`src/rtl/sr_pkg.sv`:
```
// Shared definitions for the SR latch bank write controller: FSM state encoding,
// counter-width helper and default pulse/settle timing.
package sr_pkg;

  typedef enum logic [2:0] {
    ST_IDLE   = 3'd0,
    ST_GRANT  = 3'd1,
    ST_PULSE  = 3'd2,
    ST_SETTLE = 3'd3,
    ST_VERIFY = 3'd4,
    ST_ACK    = 3'd5
  } state_t;

  localparam int DEF_PULSE_CYC  = 2;
  localparam int DEF_SETTLE_CYC = 1;

  // Ceiling log2, never below 1 so it can size a vector directly
  function automatic int clog2(input int value);
    int res;
    res = 1;
    for (int i = 1; i < 31; i++) begin
      if ((32'sd1 << i) < value) begin
        res = i + 1;
      end else begin
        res = res;
      end
    end
    return res;
  endfunction

endpackage

```
`src/rtl/rr_arbiter.sv`:
```
// Combinational round-robin pick: first set request at or after ptr, wrapping
// modulo NREQ; returns the winner as one-hot and as an index.
module rr_arbiter
  import sr_pkg::*;
#(
  parameter int NREQ = 4,
  parameter int PW   = clog2(NREQ)
) (
  input  logic [NREQ-1:0] req,
  input  logic [PW-1:0]   ptr,
  output logic [NREQ-1:0] onehot,
  output logic [PW-1:0]   idx
);

  logic          found_s;
  logic [PW-1:0] cand_s;

  // Scan requesters starting at the pointer, keep the first hit
  always_comb begin
    found_s = 1'b0;
    cand_s  = '0;
    onehot  = '0;
    idx     = '0;
    for (int k = 0; k < NREQ; k++) begin
      cand_s = PW'((int'(ptr) + k) % NREQ);
      if (!found_s && req[cand_s]) begin
        found_s        = 1'b1;
        onehot[cand_s] = 1'b1;
        idx            = cand_s;
      end else begin
        found_s = found_s;
      end
    end
  end

endmodule

```
`src/rtl/sr_bank_ctrl.sv`:
```
// Write controller for a bank of SR latches sharing one set/reset drive path.
// Optional read-back verify with one retry is enabled by defining SR_VERIFY_EN.
module sr_bank_ctrl
  import sr_pkg::*;
#(
  parameter int NREQ       = 4,
  parameter int DEPTH      = 8,
  parameter int AW         = 3,
  parameter int PULSE_CYC  = DEF_PULSE_CYC,
  parameter int SETTLE_CYC = DEF_SETTLE_CYC
) (
  input  logic               clk,
  input  logic               clr_n,
  input  logic [NREQ-1:0]    req,
  input  logic [NREQ*AW-1:0] req_addr,
  input  logic [NREQ-1:0]    req_data,
  output logic [NREQ-1:0]    gnt,
  output logic [NREQ-1:0]    ack,
  output logic [DEPTH-1:0]   s_out,
  output logic [DEPTH-1:0]   r_out,
  input  logic [DEPTH-1:0]   q_in,
  output logic               busy,
  output logic               err
);

  localparam int PW   = clog2(NREQ);
  localparam int CMAX = (PULSE_CYC > SETTLE_CYC) ? PULSE_CYC : SETTLE_CYC;
  localparam int CW   = clog2(CMAX + 1);
  localparam logic [AW:0]   DEPTH_W   = (AW + 1)'(DEPTH);
  localparam logic [CW-1:0] PULSE_LD  = CW'(PULSE_CYC - 1);
  localparam logic [CW-1:0] SETTLE_LD = (SETTLE_CYC > 0) ? CW'(SETTLE_CYC - 1) : '0;
`ifdef SR_VERIFY_EN
  localparam state_t POST_SETTLE = ST_VERIFY;
`else
  localparam state_t POST_SETTLE = ST_ACK;
`endif

  state_t          state_r;
  logic [PW-1:0]   ptr_r;
  logic [PW-1:0]   win_r;
  logic [NREQ-1:0] win_oh_r;
  logic [AW-1:0]   addr_r;
  logic            data_r;
  logic [CW-1:0]   cnt_r;
  logic [NREQ-1:0] gnt_r;
  logic [NREQ-1:0] ack_r;
  logic [DEPTH-1:0] s_r;
  logic [DEPTH-1:0] r_r;
  logic            busy_r;
  logic [NREQ-1:0] arb_oh_s;
  logic [PW-1:0]   arb_idx_s;

  rr_arbiter #(
    .NREQ (NREQ),
    .PW   (PW)
  ) u_arb (
    .req    (req),
    .ptr    (ptr_r),
    .onehot (arb_oh_s),
    .idx    (arb_idx_s)
  );

`ifdef SR_VERIFY_EN
  logic err_r;
  logic retry_r;
  assign err = err_r;
`else
  logic unused_q_s;
  assign unused_q_s = ^q_in;
  assign err        = 1'b0;
`endif

  assign gnt   = gnt_r;
  assign ack   = ack_r;
  assign s_out = s_r;
  assign r_out = r_r;
  assign busy  = busy_r;

  // FSM plus outputs registered from the current state (one cycle behind it)
  always_ff @(posedge clk or negedge clr_n) begin
    if (!clr_n) begin
      state_r  <= ST_IDLE;
      ptr_r    <= '0;
      win_r    <= '0;
      win_oh_r <= '0;
      addr_r   <= '0;
      data_r   <= 1'b0;
      cnt_r    <= '0;
      gnt_r    <= '0;
      ack_r    <= '0;
      s_r      <= '0;
      r_r      <= '0;
      busy_r   <= 1'b0;
`ifdef SR_VERIFY_EN
      err_r    <= 1'b0;
      retry_r  <= 1'b0;
`endif
    end else begin
      gnt_r  <= (state_r != ST_IDLE) ? win_oh_r : '0;
      ack_r  <= (state_r == ST_ACK) ? win_oh_r : '0;
      busy_r <= (state_r != ST_IDLE);
      s_r    <= '0;
      r_r    <= '0;
      if (state_r == ST_PULSE) begin
        if (data_r) begin
          s_r[addr_r] <= 1'b1;
        end else begin
          r_r[addr_r] <= 1'b1;
        end
      end else begin
        cnt_r <= cnt_r;
      end

      case (state_r)
        ST_IDLE: begin
          if (|req) begin
            win_r    <= arb_idx_s;
            win_oh_r <= arb_oh_s;
            addr_r   <= req_addr[arb_idx_s*AW +: AW];
            data_r   <= req_data[arb_idx_s];
            state_r  <= ST_GRANT;
`ifdef SR_VERIFY_EN
            retry_r  <= 1'b0;
`endif
          end else begin
            state_r <= ST_IDLE;
          end
        end
        ST_GRANT: begin
          // Addresses past the bank are acknowledged without any drive
          if ({1'b0, addr_r} >= DEPTH_W) begin
            state_r <= ST_ACK;
          end else begin
            state_r <= ST_PULSE;
            cnt_r   <= PULSE_LD;
          end
        end
        ST_PULSE: begin
          if (cnt_r != '0) begin
            cnt_r <= cnt_r - 1'b1;
          end else if (SETTLE_CYC > 0) begin
            state_r <= ST_SETTLE;
            cnt_r   <= SETTLE_LD;
          end else begin
            state_r <= POST_SETTLE;
          end
        end
        ST_SETTLE: begin
          if (cnt_r != '0) begin
            cnt_r <= cnt_r - 1'b1;
          end else begin
            state_r <= POST_SETTLE;
          end
        end
        ST_VERIFY: begin
`ifdef SR_VERIFY_EN
          if (q_in[addr_r] == data_r) begin
            state_r <= ST_ACK;
          end else if (!retry_r) begin
            retry_r <= 1'b1;
            state_r <= ST_PULSE;
            cnt_r   <= PULSE_LD;
          end else begin
            err_r   <= 1'b1;
            state_r <= ST_ACK;
          end
`else
          state_r <= ST_ACK;
`endif
        end
        ST_ACK: begin
          ptr_r   <= (win_r == PW'(NREQ - 1)) ? '0 : win_r + 1'b1;
          state_r <= ST_IDLE;
        end
        default: begin
          state_r <= ST_IDLE;
        end
      endcase
    end
  end

endmodule
```
`config.mk`:
```
export PLATFORM = sky130hd
export DESIGN_NAME = sr_bank_ctrl
export DESIGN_NICKNAME = d
export VERILOG_FILES = /design/src/rtl/sr_pkg.sv /design/src/rtl/rr_arbiter.sv /design/src/rtl/sr_bank_ctrl.sv
export SDC_FILE = /design/constraint.sdc
export NUM_CORES = 1
export LEC_CHECK = 0
export BUFFER_PORTS_ARGS = -buffer_cell sky130_fd_sc_hd__buf_2
export CAP_MARGIN = 30
export CORE_MARGIN = 1
export CORE_UTILIZATION = 29
export DETAILED_ROUTE_END_ITERATION = 8
export PLACE_DENSITY_LB_ADDON = 0.05
export SETUP_SLACK_MARGIN = 0.4
export SLEW_MARGIN = 5
export SYNTH_ARGS = -nofsm -noshare
export SYNTH_HDL_FRONTEND = slang
export SYNTH_SLANG_ARGS = --single-unit
```
`constraint.sdc`:
```
create_clock -name clk -period 2.7 [get_ports clk]
set_clock_uncertainty 0.1 [all_clocks]
set_input_delay 0.135 -clock clk [delete_from_list [all_inputs] [get_ports clk]]
set_output_delay 0.135 -clock clk [all_outputs]
set_load 0.02 [all_outputs]
```
==> results.json <==
{
  "status": "complete, no violations",
  "ir_drop_mv": 0.425,
  "final_nets": 329,
  "finalCritPeriodShare_pct": 82.2,
  "use_met2_pct": 21.1,
  "max_freq_ghz": 0.451,
  "synth-edff-count": 0,
  "place.gp.congestion": 0.733,
  "grt_max_degree": 25,
  "die_area_um2": 8250,
  "drive_above_1_share_pct": 28.9,
  "globalRouteMet1Util_pct": 18.8,
  "arrival_ns": 2.28,
  "dp_cells": 380,
  "criticalPathCategory": "flip-flop to flip-flop",
  "ant_nets": 0,
  "drtIter0Drc": 38,
  "p_leak_nw": 1.37,
  "utilization_pct": 37.2,
  "antenna_cells": 0,
  "slew_viol_final": 0,
  "ios": 56,
  "syn_area_um2": 2290,
  "met3_usage_pct": 2.02,
  "ys_seq_elements": 42,
  "end_kind": "flip-flop",
  "clk_latency_ns": 0.29,
  "slew_headroom_pct": 66.8,
  "dpl.hpwl_um": 3850,
  "worst_slew_pin_slew_ns": 0.495,
  "initial_core_util_pct": 29.8,
  "ys_warn_count": 0,
  "cts_buffer_depth": 2,
  "fin_cells": 393,
  "grt_pass1_wl_um": 8830,
  "path_max_fanout": 8,
  "dr.pass1.iters": 4,
  "final_common_cell": "buf_2",
  "grt_pass1_vias": 1759,
  "drc": 0,
  "cts.sinks": 42,
  "grt_use_total_pct": 13.4,
  "syn-num-nets": 275,
  "min_path_type": "input port to flip-flop",
  "wl_um": 5180,
  "grt_antenna_before_repair": 0,
  "ctsHtreeMaxLevel": 2,
  "die_w_um": 90.8,
  "rows": 32,
  "power_density_nw_per_um2": 1150,
  "cts_tree": "yes",
  "routedWlPerCell_um": 13.2,
  "layout_common_cells": "buf_2, dfrtp_1, nor2_1, nand2_1, buf_4",
  "die_h_um": 90.8,
  "synth_ff_type": "dfrtp_1",
  "postSynthCellCount": 236,
  "rsz0062_at_grt": "true",
  "portBuffers": 46,
  "period_needed_ns": 2.22,
  "ys_types": 44,
  "core_area_um2": 7690,
  "area_growth_pct": 25.1,
  "via_per_inst": 4.72,
  "grt_busiest_layer": "met2",
  "setup_viol": 0,
  "via_count": 1853,
  "critPathRequiredTime_ns": 2.76,
  "synth-async-reset-ratio_pct": 100,
  "max-cap-violations": 0,
  "hold_viol_final": 0,
  "tns_ns": 0,
  "startpoint_type": "flip-flop",
  "cts_root_buffer": "clkbuf_8",
  "globalRouteOverflowTotal": 0,
  "path_clk_slew_ns": 0.09,
  "syn_avg_cell_area_um2": 9.69,
  "synth-seq-area-share_pct": 46.0,
  "cts_made_buffers": 5
}
## layer usage
metal,share of wire (%),vias to the layer above,wire (um)
met5,0,-,0
met4,1.2,0,62
met3,2.4,6,125
met2,47,31,2450
met1,49,881,2540
li1,-,935,-
## synth_stat cells (3+ instances only)
| cell type | n | area share, % |
|---|---|---|
| dfrtp_1 | 42 | 46 |
| nor2_1 | 29 | 4.8 |
| nand2_1 | 21 | 3.4 |
| mux2i_1 | 14 | 6.1 |
| clkbuf_1 | 11 | 1.8 |
| ha_1 | 9 | 4.9 |
| nand2b_1 | 9 | 2.5 |
| o21ai_0 | 9 | 2.0 |
| a21oi_1 | 7 | 1.5 |
| and2_1 | 7 | 1.9 |
| inv_1 | 7 | 1.1 |
| nor3_1 | 7 | 1.5 |
| nor2b_1 | 6 | 1.6 |
| a22oi_1 | 5 | 1.6 |
| a221oi_1 | 4 | 1.5 |
| nand3b_1 | 4 | 1.3 |
| o21ai_1 | 4 | 0.88 |
| nand3_1 | 3 | 0.66 |
| nor3b_1 | 3 | 0.98 |
| o211ai_1 | 3 | 0.98 |
| o221ai_1 | 3 | 1.1 |
| o22ai_1 | 3 | 0.82 |
## power by group
group          switching (mW)  internal, mW  leakage [nW]
sequential              0.166         0.807         0.551
clock                   0.222         0.276        0.0514
combinational           0.979         0.832         0.770
## critical path: stages (launching register included)
cell and delay (ns):
dfrtp_2 0.47, inv_4 0.08, ha_4 0.22, buf_6 0.13
mux2i_2 0.14, nor2_1 0.14, o21ai_2 0.09, o21ai_4 0.35
mux2i_1 0.25, o221ai_1 0.12
## registers in the layout, indices dropped and copies added, names as in the netlist
signal / count
ack: 4
addr_r: 3
busy: 1
cnt_r: 2
data_r: 1
gnt: 4
ptr_r: 2
r_out: 8
s_out: 8
state_r: 3
win_oh_r: 4
win_r: 2
## metrics by stage
step / instance area [um^2] / setup WS [ns] / hold WS [ns] / power, mW
floorplan: 2320 / 0.399 / -0.261 / 2.28
global placement: 2670 / 0.309 / 0.250 / 2.72
detailed placement: 2690 / 0.314 / 0.0162 / 2.71
CTS: 2830 / 0.415 / 0.0501 / 3.25
global route: 2860 / 0.353 / 0.0474 / 3.56
finish: 2860 / 0.482 / 0.0541 / 3.28
## area by class of cell
class	instances	area (um^2)
Inverter	7	31.3
Sequential cell	42	1050
Clock inverter	2	37.5
Multi-Input combinational cell	171	1160
Tap cell	102	128
Timing Repair Buffer	63	377
Fill cell	814	4830
Clock buffer	6	72.6
## timing repair
item                       CTS  global route
hold buffers                 1             0
gates resized for setup      1             4
hold endpoints to repair    18             0
setup endpoints to repair    7             7
buffers inserted             2             2
pin swaps                    0             3
## final timing paths
check | startpoint | slack (ns) | cells after the start | to
worst max register to register | ptr_r[0] | 0.48 | 9 | addr_r[0]
worst max-delay path | ptr_r[0] | 0.48 | 9 | addr_r[0]
worst min-delay path | req_addr[7] | 0.05 | 3 | addr_r[1]
min in group asynchronous | clr_n | 0.21 | 2 | ack[1]
worst min register to register | win_oh_r[1] | 0.41 | 2 | win_oh_r[1]
max in group asynchronous | clr_n | 1.80 | 3 | ptr_r[0]
## logic make-up after synthesis
group / synth area share, %
fa+ha+maj: 4.92
other cells: 0.164
compound gates: 14.1
mux: 9.08
simple gates: 21.4
buf+inv: 4.38
flops: 46.0
Power figures use the tool's default switching activity.
